File: src/rtl/character_bank.sv
// Combat stat bank: per-slot class/health/special/poison, with a command port and an end-of-turn sweep.
// Latency: command response 1 cycle after accept; sweep takes NUM_CHARS cycles; the read port is combinational.
// Backpressure: cmd_ready drops while sweeping and in any cycle with init_valid or turn_end present.
module character_bank #(
  parameter int NUM_CHARS  = 4,
  parameter int IDX_W      = 2,
  parameter int HP_W       = 9,
  parameter int SP_W       = 5,
  parameter int DELTA_W    = 8,
  parameter int POISON_W   = 3,
  parameter int POISON_DMG = 5,
  parameter int SP_REGEN   = 1
) (
  input  logic                 clk,
  input  logic                 rst,
  input  logic                 init_valid,
  input  logic [IDX_W-1:0]     init_idx,
  input  logic [1:0]           init_class,
  input  logic                 cmd_valid,
  output logic                 cmd_ready,
  input  logic [IDX_W-1:0]     cmd_idx,
  input  logic [DELTA_W-1:0]   cmd_hp_delta,
  input  logic [DELTA_W-1:0]   cmd_sp_delta,
  input  logic [POISON_W-1:0]  cmd_poison,
  output logic                 rsp_valid,
  output logic                 rsp_ok,
  output logic                 rsp_defeated,
  input  logic                 turn_end,
  output logic                 sweep_done,
  input  logic [IDX_W-1:0]     rd_idx,
  output logic [HP_W-1:0]      rd_health,
  output logic [SP_W-1:0]      rd_special,
  output logic [2:0]           rd_speed,
  output logic [3:0]           rd_dodge,
  output logic [POISON_W-1:0]  rd_poison,
  output logic [NUM_CHARS-1:0] alive_mask
);

  // Sum widths: two guard bits above the wider operand so signed sums never wrap.
  localparam int HS_W = ((HP_W > DELTA_W) ? HP_W : DELTA_W) + 2;
  localparam int SS_W = ((SP_W > DELTA_W) ? SP_W : DELTA_W) + 2;
  localparam logic [IDX_W-1:0] LAST_IDX = IDX_W'(NUM_CHARS - 1);

  typedef enum logic {IDLE, SWEEP} state_t;

  function automatic logic [HP_W-1:0] max_hp(input logic [1:0] c);
    case (c)
      2'd0:    return HP_W'(175);
      2'd1:    return HP_W'(150);
      2'd2:    return HP_W'(200);
      default: return HP_W'(150);
    endcase
  endfunction

  function automatic logic [SP_W-1:0] max_sp(input logic [1:0] c);
    case (c)
      2'd0:    return SP_W'(8);
      2'd1:    return SP_W'(10);
      2'd2:    return SP_W'(10);
      default: return SP_W'(8);
    endcase
  endfunction

  function automatic logic [2:0] cls_speed(input logic [1:0] c);
    case (c)
      2'd0:    return 3'd4;
      2'd1:    return 3'd6;
      2'd2:    return 3'd2;
      default: return 3'd7;
    endcase
  endfunction

  function automatic logic [3:0] cls_dodge(input logic [1:0] c);
    case (c)
      2'd0:    return 4'd5;
      2'd1:    return 4'd7;
      2'd2:    return 4'd5;
      default: return 4'd9;
    endcase
  endfunction

  state_t               state_q, state_d;
  logic [IDX_W-1:0]     sweep_idx_q;
  logic                 sweep_last;

  logic [1:0]           cls_q    [NUM_CHARS];
  logic [HP_W-1:0]      hp_q     [NUM_CHARS];
  logic [SP_W-1:0]      sp_q     [NUM_CHARS];
  logic [POISON_W-1:0]  poison_q [NUM_CHARS];

  logic                 init_idx_ok, cmd_idx_ok, rd_idx_ok;
  logic                 cmd_accept, cmd_ok, cmd_defeated;
  logic [1:0]           cur_cls;
  logic [HP_W-1:0]      cur_hp, hp_new;
  logic [SP_W-1:0]      cur_sp, sp_new;
  logic signed [HS_W-1:0] hp_sum;
  logic signed [SS_W-1:0] sp_sum;

  logic [1:0]           sw_cls;
  logic [HP_W-1:0]      sw_hp, sw_hp_new;
  logic [SP_W-1:0]      sw_sp, sw_sp_new;
  logic [SP_W:0]        sw_sp_sum;
  logic [POISON_W-1:0]  sw_poison, sw_poison_new;
  logic                 sw_alive, sw_poisoned;

  assign init_idx_ok = ({1'b0, init_idx} < (IDX_W+1)'(NUM_CHARS));
  assign cmd_idx_ok  = ({1'b0, cmd_idx}  < (IDX_W+1)'(NUM_CHARS));
  assign rd_idx_ok   = ({1'b0, rd_idx}   < (IDX_W+1)'(NUM_CHARS));

  assign cmd_ready  = (state_q == IDLE) && !turn_end && !init_valid;
  assign cmd_accept = cmd_valid && cmd_ready;

  // State register.
  always_ff @(posedge clk or posedge rst) begin
    if (rst) state_q <= IDLE;
    else     state_q <= state_d;
  end

  // Next state: init blocks a same-cycle turn_end; the sweep ends after the last slot.
  always_comb begin
    state_d    = state_q;
    sweep_last = 1'b0;
    case (state_q)
      IDLE: begin
        if (!init_valid && turn_end) state_d = SWEEP;
      end
      SWEEP: begin
        if (sweep_idx_q == LAST_IDX) begin
          sweep_last = 1'b1;
          state_d    = IDLE;
        end
      end
      default: state_d = IDLE;
    endcase
  end

  // Sweep index: restarts at slot 0 on each sweep, steps one slot per cycle.
  always_ff @(posedge clk or posedge rst) begin
    if (rst)                                  sweep_idx_q <= '0;
    else if (state_q == IDLE)                 sweep_idx_q <= '0;
    else if (sweep_last)                      sweep_idx_q <= '0;
    else                                      sweep_idx_q <= sweep_idx_q + 1'b1;
  end

  // Command evaluation against the current target slot, with saturation and reject rules.
  always_comb begin
    cur_cls = cmd_idx_ok ? cls_q[cmd_idx] : 2'd0;
    cur_hp  = cmd_idx_ok ? hp_q[cmd_idx]  : '0;
    cur_sp  = cmd_idx_ok ? sp_q[cmd_idx]  : '0;
    hp_sum  = $signed({{(HS_W-HP_W){1'b0}}, cur_hp})
            + $signed({{(HS_W-DELTA_W){cmd_hp_delta[DELTA_W-1]}}, cmd_hp_delta});
    sp_sum  = $signed({{(SS_W-SP_W){1'b0}}, cur_sp})
            + $signed({{(SS_W-DELTA_W){cmd_sp_delta[DELTA_W-1]}}, cmd_sp_delta});
    if (hp_sum[HS_W-1])
      hp_new = '0;
    else if (hp_sum > $signed({{(HS_W-HP_W){1'b0}}, max_hp(cur_cls)}))
      hp_new = max_hp(cur_cls);
    else
      hp_new = hp_sum[HP_W-1:0];
    if (sp_sum[SS_W-1])
      sp_new = '0;
    else if (sp_sum > $signed({{(SS_W-SP_W){1'b0}}, max_sp(cur_cls)}))
      sp_new = max_sp(cur_cls);
    else
      sp_new = sp_sum[SP_W-1:0];
    // A special cost the slot cannot afford rejects the whole command.
    cmd_ok       = cmd_idx_ok && (cur_hp != '0) && !sp_sum[SS_W-1];
    cmd_defeated = cmd_ok && (hp_new == '0);
  end

  // End-of-turn update for the slot under the sweep index; dead slots pass through unchanged.
  always_comb begin
    sw_cls      = cls_q[sweep_idx_q];
    sw_hp       = hp_q[sweep_idx_q];
    sw_sp       = sp_q[sweep_idx_q];
    sw_poison   = poison_q[sweep_idx_q];
    sw_alive    = (sw_hp != '0);
    sw_poisoned = sw_alive && (sw_poison != '0);
    sw_hp_new     = sw_hp;
    sw_poison_new = sw_poison;
    if (sw_poisoned) begin
      sw_hp_new     = (sw_hp > HP_W'(POISON_DMG)) ? sw_hp - HP_W'(POISON_DMG) : '0;
      sw_poison_new = sw_poison - 1'b1;
    end
    // Regen is keyed on health before the poison tick, so a slot killed this tick still regenerates.
    sw_sp_sum = {1'b0, sw_sp} + (SP_W+1)'(SP_REGEN);
    sw_sp_new = sw_sp;
    if (sw_alive)
      sw_sp_new = (sw_sp_sum > {1'b0, max_sp(sw_cls)}) ? max_sp(sw_cls) : sw_sp_sum[SP_W-1:0];
  end

  // Slot storage: init has priority, then the sweep, then accepted commands.
  always_ff @(posedge clk or posedge rst) begin
    if (rst) begin
      for (int k = 0; k < NUM_CHARS; k++) begin
        cls_q[k]    <= 2'd0;
        hp_q[k]     <= HP_W'(175);
        sp_q[k]     <= SP_W'(8);
        poison_q[k] <= '0;
      end
    end else if (state_q == IDLE && init_valid) begin
      if (init_idx_ok) begin
        cls_q[init_idx]    <= init_class;
        hp_q[init_idx]     <= max_hp(init_class);
        sp_q[init_idx]     <= max_sp(init_class);
        poison_q[init_idx] <= '0;
      end
    end else if (state_q == SWEEP) begin
      hp_q[sweep_idx_q]     <= sw_hp_new;
      sp_q[sweep_idx_q]     <= sw_sp_new;
      poison_q[sweep_idx_q] <= sw_poison_new;
    end else if (cmd_accept && cmd_ok) begin
      hp_q[cmd_idx] <= hp_new;
      sp_q[cmd_idx] <= sp_new;
      if (cmd_poison != '0) poison_q[cmd_idx] <= cmd_poison;
    end
  end

  // Response and sweep-completion pulses, one cycle after the triggering edge.
  always_ff @(posedge clk or posedge rst) begin
    if (rst) begin
      rsp_valid    <= 1'b0;
      rsp_ok       <= 1'b0;
      rsp_defeated <= 1'b0;
      sweep_done   <= 1'b0;
    end else begin
      rsp_valid    <= cmd_accept;
      rsp_ok       <= cmd_accept && cmd_ok;
      rsp_defeated <= cmd_accept && cmd_defeated;
      sweep_done   <= sweep_last;
    end
  end

  // Combinational read port; out-of-range selects read as zero.
  always_comb begin
    rd_health  = rd_idx_ok ? hp_q[rd_idx]              : '0;
    rd_special = rd_idx_ok ? sp_q[rd_idx]              : '0;
    rd_speed   = rd_idx_ok ? cls_speed(cls_q[rd_idx])  : '0;
    rd_dodge   = rd_idx_ok ? cls_dodge(cls_q[rd_idx])  : '0;
    rd_poison  = rd_idx_ok ? poison_q[rd_idx]          : '0;
  end

  // Alive flags for the display/AI side.
  always_comb begin
    alive_mask = '0;
    for (int k = 0; k < NUM_CHARS; k++) alive_mask[k] = (hp_q[k] != '0);
  end

endmodule

File: config.mk
export PLATFORM = sky130hd
export DESIGN_NAME = character_bank
export DESIGN_NICKNAME = d
export VERILOG_FILES = /design/src/rtl/character_bank.sv
export SDC_FILE = /design/constraint.sdc
export NUM_CORES = 1
export LEC_CHECK = 0
export CAP_MARGIN = 20
export CORE_MARGIN = 5
export CORE_UTILIZATION = 45
export DETAILED_ROUTE_END_ITERATION = 16
export SYNTH_ARGS = -nofsm -noshare
export SYNTH_HDL_FRONTEND = slang
export SYNTH_SLANG_ARGS = --single-unit
File: constraint.sdc
create_clock -name clk -period 5.1 [get_ports clk]
set_input_delay 0.765 -clock clk [delete_from_list [all_inputs] [get_ports clk]]
set_output_delay 0.765 -clock clk [all_outputs]
set_load 0.05 [all_outputs]
==> impl_metrics.ini, run 1 <==
[run_status]
status = finished, final reports clean

[drt]
vias = 7163
drt-initial-drc-count = 738
wl_per_cell_um = 26.4
route.met2.wl_um = 13100
top_layer_used = met5
finalWirelength_um = 28100
m1WireLength_um = 11500
antenna_left = 0
firstDrtPassIters = 5
wl_met3_um = 2400
drcViolationCount = 0
vias_per_cell = 6.73

[worst_hold_path]
hp-class = reg -> reg
hold_depth = 2
holdCritStartpoint = sp_q[8]$_DFFE_PP1P_

[logic_synthesis]
synth_nets = 844
ys_top_cells_by_area = dfrtp_1, mux4_2, dfstp_2
synth_edf_count = 0
synth-seq-area-share_pct = 29.1
synth.distinct_cells = 67
yosysWarnings = 0
synth_top_area_share_pct = 19.0
synth_top_area_cell = dfrtp_1
ys_ff_latch = 83
syn_area_per_cell_um2 = 9.44
synth_cells = 769
synthesis.area_um2 = 7260
async_flop_share_pct = 100
synth_flop_cell = dfrtp_1

[placed_design]
io_buffers = 63
place.gp.congestion = 0.984
hpwl_um = 21100
place_area_um2 = 8270

[clock_tree]
clk_pin_slew_worst_paths_ns = 0.07
worstSkewPairLatency_ns = 0.36
post_cts.repair.setup_buffers = 0
numCtsBuffers = 9
cts_resized = 0
clockBufferDepth = 2
htree_num_levels = 3
cts_hold_buf = 0
cts_tree = yes
clock_sinks = 83
root_buffer = clkbuf_16

[floorplan]
dieArea_um2 = 18800
initial_core_util_pct = 45.7
core-area_um2 = 15900
pin_count = 65
dieWidth_um = 137
dieHeight_um = 137
row_count = 46

[cells_and_area]
syn_to_final_growth_pct = 18.4
final_cell_area_um2 = 8600
fillCellCount = 1476
drive_above_1_share_pct = 18.3
antenna_cells = 0
nNetsFinal = 919

[worst_setup_path]
r2r_cells = 16
cp-start-kind = primary input
worstSetupPathType = in -> reg
crit_path_end_kind = register
startpoint = cmd_idx[0]
required_ns = 5.39
crit_arrival_ns = 5.15
r2r_start = hp_q[9]$_DFFE_PP1P_
crit_fanout = 5

[pwr]
powerDensity_nw_per_um2 = 777
seqPwrFrac_pct = 21.5
pwr-share-clk_pct = 11.1
power.internal_uw = 3220
p_leak_uw = 0.00342
comb_power_share_pct = 67.5
ir_worst_vdd_mv = 0.345
switchingPower_uw = 3470
p_sw_share_pct = 51.9

[timing]
drv_slew = 0
setup_viol = 0
tightest_slew_ns = 1.09
slew_headroom_pct = 27.2
hold_violations = 0
finalCritPeriodShare_pct = 95.5
skew_ns = 0.0111
timing.final.crit_period_ns = 4.87
rsz0062_at_grt = no
worst_hold_slack_ns = 0.504
clock.fmax_mhz = 205
setup_tns_ns = 0

[global_routing]
grt_overflow = 0
antenna_found_initial = 1
grt_pass1_vias = 7096
grt_max_degree = 52
grt_first_pass_wirelength_um = 42800
track_usage_pct = 30.6

[job]
drv_cap = 0
[critical path, cell delays in order]
cell,delay (ns)
clkdlybuf4s50_1,0.56
buf_4,0.18
mux4_2,0.56
ha_1,0.32
a211oi_1,0.31
o21bai_1,0.12
a21oi_1,0.19
xnor2_1,0.16
ha_1,0.33
nand4_1,0.12
a21oi_1,0.16
o22ai_1,0.13
o221ai_1,0.41
buf_4,0.22
mux2i_1,0.23
buf_4,0.17
nor2_1,0.04
o22a_1,0.18
[registers in the layout (all words and copies together) (netlist names)]
name,cells
hp_q,36
sp_q,20
poison_q,12
cls_q,8
sweep_idx_q,2
rsp_defeated,1
rsp_ok,1
rsp_valid,1
state_q,1
sweep_done,1
[metal layers]
metal	track usage (%)	up-vias
met4	12.0	2
met2	48.6	437
met3	5.59	90
li1	-	3104
met5	0	-
met1	41.4	3530
[power by group through the flow]
| stage | Sequential [µW] | Clock, µW | Combinational (µW) |
|---|---|---|---|
| 2_1_floorplan | 1230 | 0 | 3110 |
| 3_3_place_gp | 1410 | 0 | 4350 |
| 3_5_place_dp | 1430 | 0 | 4420 |
| 4_1_cts | 1410 | 742 | 4450 |
| 5_1_grt | 1470 | 773 | 4820 |
| 6_report | 1440 | 739 | 4510 |
[metrics by stage]
step | total power [µW] | utilization, % | instances | worst slack [ns]
6_report | 6680 | 54.1 | 1065 | 0.232
5_1_grt | 7060 | 54.1 | 1065 | 0.0375
4_1_cts | 6600 | 54.1 | 1065 | 0.299
3_5_place_dp | 5840 | 52.1 | 1049 | -0.0358
3_3_place_gp | 5760 | 52.0 | 1048 | 0.0523
2_1_floorplan | 4340 | - | 769 | 0.228
[cell type report]
| type | instances | area (µm²) | share of cell area, % |
|---|---|---|---|
| Multi-Input combinational cell | 613 | 4840 | 56.3 |
| Clock inverter | 6 | 87.6 | 1.02 |
| Inverter | 37 | 140 | 1.63 |
| Tap cell | 216 | 270 | 3.14 |
| Sequential cell | 83 | 2110 | 24.6 |
| Clock buffer | 10 | 239 | 2.78 |
| Timing Repair Buffer | 100 | 906 | 10.5 |
[cells in the mapped netlist, drive strengths merged (19+ instances only)]
| cell | count |
|---|---|
| a21oi | 40 |
| nand2 | 82 |
| ha | 41 |
| nor2 | 65 |
| dfrtp | 55 |
| a221oi | 19 |
| inv | 37 |
| clkbuf | 23 |
| nor3 | 27 |
| dfstp | 28 |
| mux4 | 53 |
| nand3 | 24 |
| o21ai | 59 |
[cell families (layout without fill, tap and decap cells)]
group / count (synthesis) / in the layout / synth area share [%]
compound gates: 228 / 228 / 21.6
flops: 83 / 83 / 29.1
simple gates: 259 / 259 / 17.0
mux: 62 / 62 / 17.9
buf+inv: 73 / 153 / 4.29
fa+ha+maj: 43 / 43 / 7.62
xor+xnor: 20 / 20 / 2.41
other cells: 1 / 1 / 0.0516
[layout by cell type, fill, tap and decap left out, types with 6 or more instances in the layout]
master           Yosys  final
clkbuf_16            0      9
nor4_1               8      8
a31oi_1              8      8
o221ai_1             6      6
nand3_1             24     24
ha_1                41     41
inv_1               37     36
xor2_1               9      9
nor2_1              64     64
a22o_1              12     12
xnor2_1             11     11
nand2_1             82     82
o21a_1               7      7
mux2i_1              6      6
a21o_1               6      6
buf_4                3     36
a21oi_1             37     37
dfstp_2             28     28
o211ai_1            15     15
clkdlybuf4s50_1      0     63
mux4_2              49     49
dfrtp_1             55     55
o31ai_1              6      6
nor2b_1              9      9
nor3_1              24     23
o22ai_1              6      6
o22a_1              12     12
and2_1              13     13
and3_1               6      6
or2_2                6      6
o21ai_0             58     58
a221oi_1            19     19
[worst paths after layout]
| check | endpoint | slack [ns] |
|---|---|---|
| worst max-delay path | hp_q[9]$_DFFE_PP1P_ | 0.23 |
| worst min-delay path | sp_q[8]$_DFFE_PP1P_ | 0.50 |
| worst max register to register | hp_q[4]$_DFFE_PP0P_ | 0.90 |
| worst min register to register | sp_q[8]$_DFFE_PP1P_ | 0.50 |
| max in group asynchronous | sp_q[10]$_DFFE_PP0P_ | 3.24 |
| min in group asynchronous | cls_q[1]$_DFFE_PP0P_ | 0.90 |
No activity file was read; power rests on OpenSTA's default activity.
==> run 2, diff against run 1 <==
GPL_TIMING_DRIVEN = 1   (was default)
RECOVER_POWER = 100   (was default)
clock period = 5.4 ns   (was 5.1 ns; I/O delays follow)
==> impl_metrics.ini, run 2 (synthesized netlist as in run 1, its figures left out) <==
[run_status]
status = finished with violations
violations = capacitance limit, slew limit

[floorplan]
dieHeight_um = 137
dieArea_um2 = 18800
row_count = 46
initial_core_util_pct = 45.7
dieWidth_um = 137
pin_count = 65
core-area_um2 = 15900

[worst_setup_path]
crit_arrival_ns = 5.30
crit_path_end_kind = register
cp-start-kind = primary input
cpMaxStageDelayCell = dlygate4sd3_1
crit_chain = dlygate4sd3_1, buf_4, mux4_2, ha_1, inv_1, fa_1, nor2b_1, o21ai_0, a21oi_1, o211ai_1, nand2_1, and2_0, and3_1, a221o_1
worstSetupPathType = in -> reg
required_ns = 5.64
crit_path_max_incr_delay_ns = 0.83
crit_fanout = 14

[cells_and_area]
top_regs = hp_q (36), sp_q (20), poison_q (12)
fillCellCount = 1504
final_cell_area_um2 = 8460
layout.cells.most_common_list = nand2_1, nor2_1, o21ai_0, dfrtp_1, mux4_2
nNetsFinal = 907
largest-register = hp_q
largest_reg_flops = 36
syn_to_final_growth_pct = 16.5
drive_above_1_share_pct = 16.2
antenna_cells = 0
layout_commonest_cell = nand2_1

[pwr]
pwr-share-clk_pct = 10.0
switchingPower_uw = 3180
p_sw_share_pct = 52.8
seqPwrFrac_pct = 22.4
ir_worst_vdd_mv = 0.304
comb_power_share_pct = 67.6
power.internal_uw = 2850
powerDensity_nw_per_um2 = 714
finalPower_uw = 6040
p_leak_uw = 0.00335

[timing]
finalWorstSetupSlack_ns = 0.339
setup_viol = 0
slew_headroom_pct = -65.1
finalCritPeriodShare_pct = 93.7
setup_tns_ns = 0
rsz0062_at_grt = no
tightest_slew_ns = 2.48
drv_slew = 86
timing.final.crit_period_ns = 5.06
skew_ns = 0.00891
worst_hold_slack_ns = 0.498
hold_violations = 0
clock.fmax_mhz = 198

[clock_tree]
clockBufferDepth = 2
cts_hold_buf = 0
clock_sinks = 83
clk_pin_slew_worst_paths_ns = 0.07
root_buffer = clkbuf_16
cts_tree = yes
post_cts.repair.setup_buffers = 0
cts_resized = 0
numCtsBuffers = 9
worstSkewPairLatency_ns = 0.35
htree_num_levels = 3

[placed_design]
io_buffers = 63
hpwl_um = 20100
place.gp.congestion = 0.980
place_ws_ns = 0.175
place_area_um2 = 8200

[drt]
antenna_left = 0
vias = 7145
vias_per_cell = 6.79
finalWirelength_um = 26600
firstDrtPassIters = 6
drcViolationCount = 0
wl_per_cell_um = 25.2
drt-initial-drc-count = 951

[global_routing]
grt_pass1_vias = 7009
antenna_found_initial = 1
grt_overflow = 0
track_usage_pct = 29.1
grt_first_pass_wirelength_um = 41000
grt_max_degree = 46

[worst_hold_path]
hp-class = reg -> reg

[job]
drv_cap = 2
[run 2: cell count changes in the layout (fill, tap and decap cells not counted), moves of 2 or more]
| cell | change |
|---|---|
| and2_0 | +6 |
| clkinv_2 | -3 |
| and2_1 | -6 |
| inv_8 | +2 |
| buf_4 | -19 |
| clkdlybuf4s50_1 | -33 |
| bufinv_16 | -2 |
| clkbuf_1 | +6 |
| dlygate4sd3_1 | +33 |
[run 2: worst paths after layout]
| kind | start | slack, ns | end | cells after the start |
|---|---|---|---|---|
| setup / recovery | cmd_idx[1] | 0.34 | sp_q[17]$_DFFE_PP0P_ | 14 |
| hold / removal | sp_q[8]$_DFFE_PP1P_ | 0.50 | sp_q[8]$_DFFE_PP1P_ | 2 |
| setup reg to reg | sweep_idx_q[0]$_DFF_PP0_ | 1.04 | hp_q[29]$_DFFE_PP1P_ | 9 |
| hold reg to reg | sp_q[8]$_DFFE_PP1P_ | 0.50 | sp_q[8]$_DFFE_PP1P_ | 2 |
| max in group asynchronous | rst | 1.02 | hp_q[6]$_DFFE_PP0P_ | 3 |
| min in group asynchronous | rst | 1.37 | cls_q[1]$_DFFE_PP0P_ | 2 |
[run 2: layer usage]
layer / global-route usage [%] / up-vias / part of all wire (%)
met1: 40.2 / 3534 / 41
met5: 0 / - / 0.049
met2: 45.9 / 444 / 46
met3: 5.33 / 89 / 8.9
li1: - / 3076 / -
met4: 10.9 / 2 / 3.9
[run 2: stage by stage]
stage / utilization, % / std cells
5_1_grt: 53.2 / 1053
6_report: 53.2 / 1053
2_1_floorplan: - / 769
3_3_place_gp: 51.6 / 1037
3_5_place_dp: 51.6 / 1037
4_1_cts: 53.4 / 1053
[run 2: cell type report]
class	instances	area [µm²]	area share [%]
clock buffer	9	225	2.66
clock inverter	7	60.1	0.710
inverter	37	140	1.66
multi-input combinational	613	4840	57.3
sequential	83	2110	25.0
tap	216	270	3.20
timing repair buffer	88	806	9.53
[run 2: critical path, delay by kind of cell]
family	cells	cell delay, ns
buffers and inverters	3	1.24
AND/OR/NAND/NOR	4	1.24
AO/OA/AOI/OAI	4	1.19
adder cells (fa/ha/maj)	2	0.43
multiplexers	1	0.37
[run 2: power groups by stage]
stage	Clock [µW]	Sequential, µW	Combinational (µW)
detailed placement	0	1350	4050
finish	607	1350	4080
floorplan	0	1160	2940
CTS	616	1330	4080
global placement	0	1340	4010
global route	645	1390	4410
==> run 3, diff against run 2 <==
CAP_MARGIN = 5   (was 20)
CORE_MARGIN = default   (was 5)
==> impl_metrics.ini, run 3 (synthesized netlist as in run 1, its figures left out) <==
[global_routing]
track_usage_pct = 34.1
grt_overflow = 0
grt_first_pass_wirelength_um = 41900
grt_pass1_vias = 6966
grt_max_degree = 55
antenna_found_initial = 0

[pwr]
p_sw_share_pct = 52.5
powerDensity_nw_per_um2 = 712
comb_power_share_pct = 67.6
finalPower_uw = 6060
power.internal_uw = 2880
p_leak_uw = 0.00338
ir_worst_vdd_mv = 0.253
seqPwrFrac_pct = 22.2
pwr-share-clk_pct = 10.2
switchingPower_uw = 3180

[placed_design]
hpwl_um = 20400
place_area_um2 = 8300
place.gp.congestion = 0.948
place_ws_ns = 0.143
io_buffers = 63

[floorplan]
initial_core_util_pct = 45.9
dieWidth_um = 129
pin_count = 65
core-area_um2 = 15800
dieArea_um2 = 16600
dieHeight_um = 129
row_count = 46

[drt]
wl_met3_um = 2430
firstDrtPassIters = 6
wl_per_cell_um = 25.4
drt-initial-drc-count = 802
antenna_left = 0
drcViolationCount = 0
m1WireLength_um = 11200
route.met2.wl_um = 12500
top_layer_used = met4
vias_per_cell = 6.64
finalWirelength_um = 27000
vias = 7075

[clock_tree]
numCtsBuffers = 9
htree_num_levels = 3
clk_pin_slew_worst_paths_ns = 0.07
clock_sinks = 83
cts_resized = 0
cts_hold_buf = 0
cts_tree = yes
worstSkewPairLatency_ns = 0.35
clockBufferDepth = 2
post_cts.repair.setup_buffers = 0
root_buffer = clkbuf_16

[run_status]
violations = capacitance limit, slew limit
status = finished with violations

[cells_and_area]
largest-register = hp_q
layout.cells.most_common_list = nand2_1, nor2_1, o21ai_0, dfrtp_1, mux4_2
seqCellArea_um2 = 2110
layout_commonest_cell = nand2_1
fillCellCount = 1476
antenna_cells = 0
nNetsFinal = 919
largest_reg_flops = 36
syn_to_final_growth_pct = 17.2
final_cell_area_um2 = 8510
top_regs = hp_q (36), sp_q (20), poison_q (12)
drive_above_1_share_pct = 16.4
multi_input_area_um2 = 4840

[timing]
rsz0062_at_grt = no
worst_hold_slack_ns = 0.507
drv_slew = 55
setup_viol = 0
finalCritPeriodShare_pct = 95.2
skew_ns = 0.0143
hold_violations = 0
finalWorstSetupSlack_ns = 0.257
tightest_slew_ns = 3.02
clock.fmax_mhz = 194
timing.final.crit_period_ns = 5.14
setup_tns_ns = 0
slew_headroom_pct = -102

[worst_hold_path]
hp-class = reg -> reg

[worst_setup_path]
worstSetupPathType = in -> reg
crit_arrival_ns = 5.40
crit_fanout = 17
crit_family = buffers and inverters
required_ns = 5.66
crit_buf_inv = 5
cpMaxStageDelayCell = clkbuf_1
cp-start-kind = primary input
crit_path_max_incr_delay_ns = 0.69
crit_chain = clkdlybuf4s50_1, buf_4, mux4_2, ha_1, inv_1, fa_1, nor2b_1, o21ai_0, a21oi_1, o211ai_1, clkbuf_1, nor2_1, nor3_2, clkbuf_1, a22oi_1, o211ai_1
crit_path_end_kind = register

[job]
drv_cap = 1
==> run 3: cell count changes in the layout (fill, tap and decap cells not counted), sizes merged <==
cell / delta
clkbuf: +12
buf: +3
inv: -3
clkinv: -1
clkinvlp: +1
==> run 3: power groups by stage <==
| stage | sequential (µW) | clock, µW | combinational (µW) |
|---|---|---|---|
| 5_1_grt | 1380 | 649 | 4420 |
| 2_1_floorplan | 1160 | 0 | 2940 |
| 3_3_place_gp | 1330 | 0 | 4040 |
| 6_report | 1350 | 618 | 4100 |
| 4_1_cts | 1330 | 620 | 4130 |
| 3_5_place_dp | 1340 | 0 | 4100 |
==> run 3: worst reg2reg max path, cell delays in order, from the launching register on <==
cell      delay [ns]
dfstp_2         0.40
mux4_2          0.52
ha_1            0.25
fa_1            0.42
nand3_1         0.10
and2_1          0.16
o21ai_0         0.11
xor2_1          0.20
ha_1            0.34
nand4_1         0.10
a21oi_1         0.13
o22ai_1         0.12
o221ai_1        0.28
clkbuf_1        0.27
mux2i_1         0.28
clkbuf_1        0.27
nor2_1          0.09
o22a_1          0.19
==> run 3: cell type report <==
class | instances | share of cell area [%]
flip-flops and latches | 83 | 24.8
well taps | 216 | 3.17
multi-input cells | 613 | 56.9
repair buffers | 100 | 10.1
clock inverters | 4 | 0.382
inverters | 37 | 1.65
clock buffers | 12 | 3.01
==> run 3: worst paths after layout <==
check,cells past startpoint,slack [ns],from,to
min in group asynchronous,2,1.22,rst,poison_q[7]$_DFFE_PP0P_
setup reg to reg,17,1.09,hp_q[9]$_DFFE_PP1P_,hp_q[14]$_DFFE_PP1P_
hold / removal,2,0.51,sp_q[18]$_DFFE_PP1P_,sp_q[18]$_DFFE_PP1P_
setup / recovery,16,0.26,cmd_idx[0],sp_q[1]$_DFFE_PP0P_
hold reg to reg,2,0.51,sp_q[18]$_DFFE_PP1P_,sp_q[18]$_DFFE_PP1P_
max in group asynchronous,3,0.78,rst,rsp_valid$_DFF_PP0_
==> run 3: stage by stage <==
step,std cells,util [%]
final,1065,53.8
after global routing,1065,53.8
after CTS,1065,54.2
after detailed placement,1049,52.4
after global placement,1047,52.3
after floorplan,769,-
==> run 3: routing by layer <==
layer	global-route usage [%]	up-vias
met3	6.69	73
li1	-	3096
met4	12.5	0
met1	46.3	3474
met5	0	-
met2	54.1	432
